[config.mk]
export PLATFORM = sky130hd
export DESIGN_NAME = muxn_rr_reg
export DESIGN_NICKNAME = d
export VERILOG_FILES = /design/src/rtl/muxn_rr_reg.sv
export SDC_FILE = /design/constraint.sdc
export NUM_CORES = 1
export LEC_CHECK = 0
export CAP_MARGIN = 20
export CELL_PAD_IN_SITES_DETAIL_PLACEMENT = 1
export CELL_PAD_IN_SITES_GLOBAL_PLACEMENT = 1
export CORE_MARGIN = 1.5
export CORE_UTILIZATION = 29
export CTS_CLUSTER_DIAMETER = 150
export DETAILED_ROUTE_END_ITERATION = 10
export MAX_ROUTING_LAYER = met4
export PLACE_DENSITY_LB_ADDON = 0.1
export SYNTH_ARGS = -nofsm -noshare
export SYNTH_HDL_FRONTEND = slang
export SYNTH_SLANG_ARGS = --single-unit
[constraint.sdc]
create_clock -name clk -period 3.49 [get_ports clk]
set_input_delay 0.5235 -clock clk [delete_from_list [all_inputs] [get_ports clk]]
set_output_delay 0.5235 -clock clk [all_outputs]
set_load 0.01 [all_outputs]
[src/rtl/muxn_rr_reg.sv]
// N-channel valid/ready merge onto one registered output, with fixed-select
// or round-robin channel choice.
module muxn_rr_reg #(
    parameter  int WIDTH  = 16,
    parameter  int NUM_IN = 4,
    localparam int SELW   = $clog2(NUM_IN)
) (
    input  logic                    clk,
    input  logic                    rst,
    input  logic [NUM_IN*WIDTH-1:0] in_data,
    input  logic [NUM_IN-1:0]       in_valid,
    output logic [NUM_IN-1:0]       in_ready,
    input  logic                    mode,
    input  logic [SELW-1:0]         sel,
    output logic [WIDTH-1:0]        out_data,
    output logic [SELW-1:0]         out_src,
    output logic                    out_valid,
    input  logic                    out_ready
);

    localparam int              SELW1     = SELW + 1;
    localparam logic [SELW:0]   NUM_IN_W  = SELW1'(NUM_IN);
    localparam logic [SELW-1:0] LAST_CH   = SELW'(NUM_IN - 1);

    logic [SELW-1:0]   last_grant;
    logic [NUM_IN-1:0] fix_grant;
    logic [NUM_IN-1:0] rr_grant;
    logic [NUM_IN-1:0] grant;
    logic [WIDTH-1:0]  sel_data;
    logic [SELW-1:0]   sel_src;
    logic              load_en;
    logic              transfer;

    // Handshake: a word moves on any edge where valid and ready are both high;
    // producers hold valid/data until ready, and the output register may load a
    // new word on the same edge the consumer drains the old one.
    assign load_en = !out_valid || out_ready;

    always_comb begin
        fix_grant = '0;
        if ({1'b0, sel} < NUM_IN_W) begin
            fix_grant[sel] = in_valid[sel];
        end
    end

    // Search starts one past the last RR winner and wraps, so every valid
    // channel is reached within NUM_IN grants.
    always_comb begin
        int              idx;
        logic            found;
        logic [SELW-1:0] idx_s;
        idx      = 0;
        idx_s    = '0;
        found    = 1'b0;
        rr_grant = '0;
        for (int k = 1; k <= NUM_IN; k++) begin
            idx = int'(last_grant) + k;
            if (idx >= NUM_IN) begin
                idx = idx - NUM_IN;
            end
            idx_s = SELW'(idx);
            if (!found && in_valid[idx_s]) begin
                rr_grant[idx_s] = 1'b1;
                found           = 1'b1;
            end
        end
    end

    assign grant    = mode ? rr_grant : fix_grant;
    assign in_ready = grant & {NUM_IN{load_en}};
    assign transfer = |(in_valid & in_ready);

    always_comb begin
        sel_data = '0;
        sel_src  = '0;
        for (int i = 0; i < NUM_IN; i++) begin
            if (grant[i]) begin
                sel_data = in_data[i*WIDTH +: WIDTH];
                sel_src  = SELW'(i);
            end
        end
    end

    always_ff @(posedge clk or posedge rst) begin
        if (rst) begin
            out_valid <= 1'b0;
            out_data  <= '0;
            out_src   <= '0;
        end else if (load_en) begin
            if (transfer) begin
                out_valid <= 1'b1;
                out_data  <= sel_data;
                out_src   <= sel_src;
            end else begin
                out_valid <= 1'b0;
            end
        end
    end

    // Fixed-mode traffic leaves the pointer alone so RR resumes where it left off.
    always_ff @(posedge clk or posedge rst) begin
        if (rst) begin
            last_grant <= LAST_CH;
        end else if (transfer && mode) begin
            last_grant <= sel_src;
        end
    end

endmodule
==> flow_metrics.py <==
metrics = {
    "worst_setup_path": {
        "reg2reg_depth": 11,
        "path_class": "in2out",
        "cp.arrival_ns": 2.86,
        "crit_required_ns": 2.97,
        "critical_path.endpoint_type": "output pin",
        "cp_max_fo": 5,
        "critical_path.startpoint_type": "input port",
    },
    "floorplan": {
        "rows": 29,
        "start_util_pct": 30.1,
        "die_w_um": 84.2,
        "boundaryPins": 97,
        "coreArea_sq_mm": 0.00635,
        "die_y_um": 84.2,
        "dieArea_sq_mm": 0.00709,
    },
    "clock_network": {
        "clk_latency_ns": 0.27,
        "clockBufferDepth": 2,
        "cts.clk_slew.worst_paths_ns": 0.09,
        "htreeDepth": 1,
        "cts.sinks": 21,
        "cts_hold_buffers": 0,
        "cts-buffers-inserted": 3,
        "cts_root_buffer": "clkbuf_8",
        "cts_tree": "built",
    },
    "layout": {
        "final_net_count": 397,
        "fillCellCount": 738,
        "drive_above_1_share_pct": 25.2,
        "antennaDiodeCount": 0,
        "area_growth_pct": 66.8,
    },
    "place": {
        "post-dp-hpwl_um": 5180,
        "port_buffers": 96,
        "dp_slack_ns": -0.0208,
        "gp_congestion": 0.837,
    },
    "timing": {
        "fin_crit_sh_pct": 96.8,
        "report.final.setup_viol": 0,
        "setup_slack_ns": 0.111,
        "hold_viol": 0,
        "max_slew.worst_pin.slew_ns": 0.851,
        "period_needed_ns": 3.38,
        "maxSlewHeadroom_pct": 43.2,
        "skew_ns": 0.00387,
        "slew_viol_final": 0,
        "fmax_mhz": 296,
        "timing.hold.ws_ns": 0.488,
        "rsz0062_at_grt": "yes",
    },
    "grt": {
        "grt_antenna_before_repair": 0,
        "grt_overflow": 0,
        "grt_pass1_vias": 2084,
        "met2_usage_pct": 32.5,
        "gr-usage-met3_pct": 3.64,
        "grt_pass1_wl_um": 10500,
        "grt_busiest_layer": "met2",
        "grt_use_total_pct": 19.2,
        "met1_usage_pct": 24.4,
        "grt_max_degree": 22,
    },
    "yosys": {
        "async_flop_share_pct": 100,
        "netlist_top_cells_count": "22 x nand2_1, 21 x nor2_1, 19 x dfrtp_1",
        "ys_types": 47,
        "synth.largest_area_cell": "dfrtp_1",
        "synthTopCellsByArea": "dfrtp_1 25%, a221oi_2 8.6%, o31ai_2 6.5%, a21o_1 6.3%, ha_1 5.2%",
        "avgSynthCellArea_sq_um": 9.91,
        "synth_edf_count": 0,
        "syn_nets": 275,
        "ys_ff_latch": 21,
        "netlist_instances": 193,
        "yosys_warnings": 0,
        "ys.flop_type": "dfrtp_1",
        "synth_seq_area_share_pct": 27.6,
        "synth_top_area_share_pct": 24.9,
        "yosysMostFrequentCell": "nand2_1",
        "synth_area_sq_mm": 0.00191,
    },
    "pwr": {
        "worst_ir_drop_vdd_mv": 0.365,
        "powerDensity_mw_per_mm2": 839,
        "power.leakage_nw": 1.43,
    },
    "run_status": {
        "status": "finished, final reports clean",
    },
    "route": {
        "wl_um": 6420,
        "first_pass_iters": 4,
        "num_vias": 1992,
        "dr.first_iter.drc_count": 72,
        "routedWlPerCell_um": 16.4,
        "drc": 0,
        "ant_nets": 0,
        "vias_per_cell": 5.09,
    },
    "run": {
        "drv_cap": 0,
    },
    "min_path": {
        "min_path_type": "reg2reg",
        "whs_path_depth": 2,
    },
}
logic make-up (layout without fill, tap and decap cells):
family / count (synthesis) / in the layout / synth area share (%)
AO/OA/AOI/OAI: 73 / 73 / 36.5
AND/OR/NAND/NOR: 59 / 59 / 15.5
buffers and inverters: 23 / 144 / 7.33
flip-flops: 21 / 21 / 27.6
multiplexers: 9 / 9 / 7.79
adder cells (fa/ha/maj): 8 / 8 / 5.24
through the flow:
stage / instance area, sq um / instances / TNS [ns] / total power [mW] / util, %
finish: 3190 / 391 / 0 / 2.67 / 50.2
global route: 3190 / 391 / -0.00533 / 2.91 / 50.2
CTS: 3170 / 389 / 0 / 2.69 / 49.9
detailed placement: 3100 / 383 / -0.0263 / 2.49 / 48.9
global placement: 3100 / 383 / 0 / 2.48 / 48.9
floorplan: 1910 / 193 / 0 / 1.74 / -
layout make-up:
class | count | area, sq um | share of cell area, %
tap | 77 | 96.3 | 3.02
clock inverter | 1 | 5.00 | 0.157
multi-input combinational | 149 | 1260 | 39.5
sequential | 21 | 528 | 16.6
timing repair buffer | 128 | 1210 | 38.0
clock buffer | 3 | 41.3 | 1.29
inverter | 12 | 45.0 | 1.41
critical path, stage by stage:
cell and delay (ns):
clkdlybuf4s50_1 0.47, buf_4 0.17, mux4_2 0.53, buf_4 0.17, a21o_2 0.19, o211ai_1 0.24
o211a_1 0.21, nor2_1 0.05, dlygate4sd2_1 0.30
state kept, by name, indices dropped and copies added, names as in the netlist:
register    cells
out_src         2
last_grant      2
out_valid       1
out_data       16
worst paths after layout:
kind / startpoint / endpoint / slack (ns)
max in group asynchronous: rst / out_data[1] / 2.23
min in group asynchronous: rst / out_src[1] / 0.73
max: in_valid[0] / in_ready[3] / 0.11
min reg2reg: out_data[1] / out_data[1] / 0.49
min: out_data[1] / out_data[1] / 0.49
max reg2reg: last_grant[0] / out_data[7] / 0.37
power by group:
| group | internal, mW | switching (mW) |
|---|---|---|
| Sequential | 0.375 | 0.0587 |
| Combinational | 1.05 | 1.02 |
| Clock | 0.0798 | 0.0932 |
what timing repair did:
item                                    CTS  global route
gates resized for setup                   4             2
pin swaps                                 0             1
endpoints found under the setup margin    4             1
cloned                                    0             0
buffers inserted                          2             2
metal layers:
layer	share of wire [%]	vias to the layer above
li1	-	976
met1	44	953
met2	51	61
met5	0	-
met4	0.33	0
met3	5.3	2
placed cells by master, fill, tap and decap left out, drive strengths merged:
cell type      synthesis  final
or2                    1      1
o22ai                  1      1
mux2                   4      4
clkdlybuf4s50          0     92
clkbuf                 1      3
o2111ai                2      2
nand3                  3      3
dlymetal6s2s           1      1
nor2                  22     22
a22oi                  1      1
dlygate4sd2            0      3
a21oi                  5      5
buf                    9     32
mux4                   4      4
a21bo                  1      1
ha                     8      8
a21o                  19     19
a31o                   1      1
o31ai                 16     16
nor3b                  4      4
or3b                   1      1
a222oi                 1      1
dfrtp                 19     19
nand2                 22     22
nor2b                  1      1
o211ai                 2      2
mux2i                  1      1
nand2b                 2      2
o221ai                 1      1
a221oi                17     17
a221o                  1      1
inv                   12     12
o21ai                  3      3
o211a                  1      1
nor4                   1      1
clkinv                 0      1
a311oi                 1      1
nor4b                  2      2
dfstp                  2      2
Power figures use the tool's default switching activity.
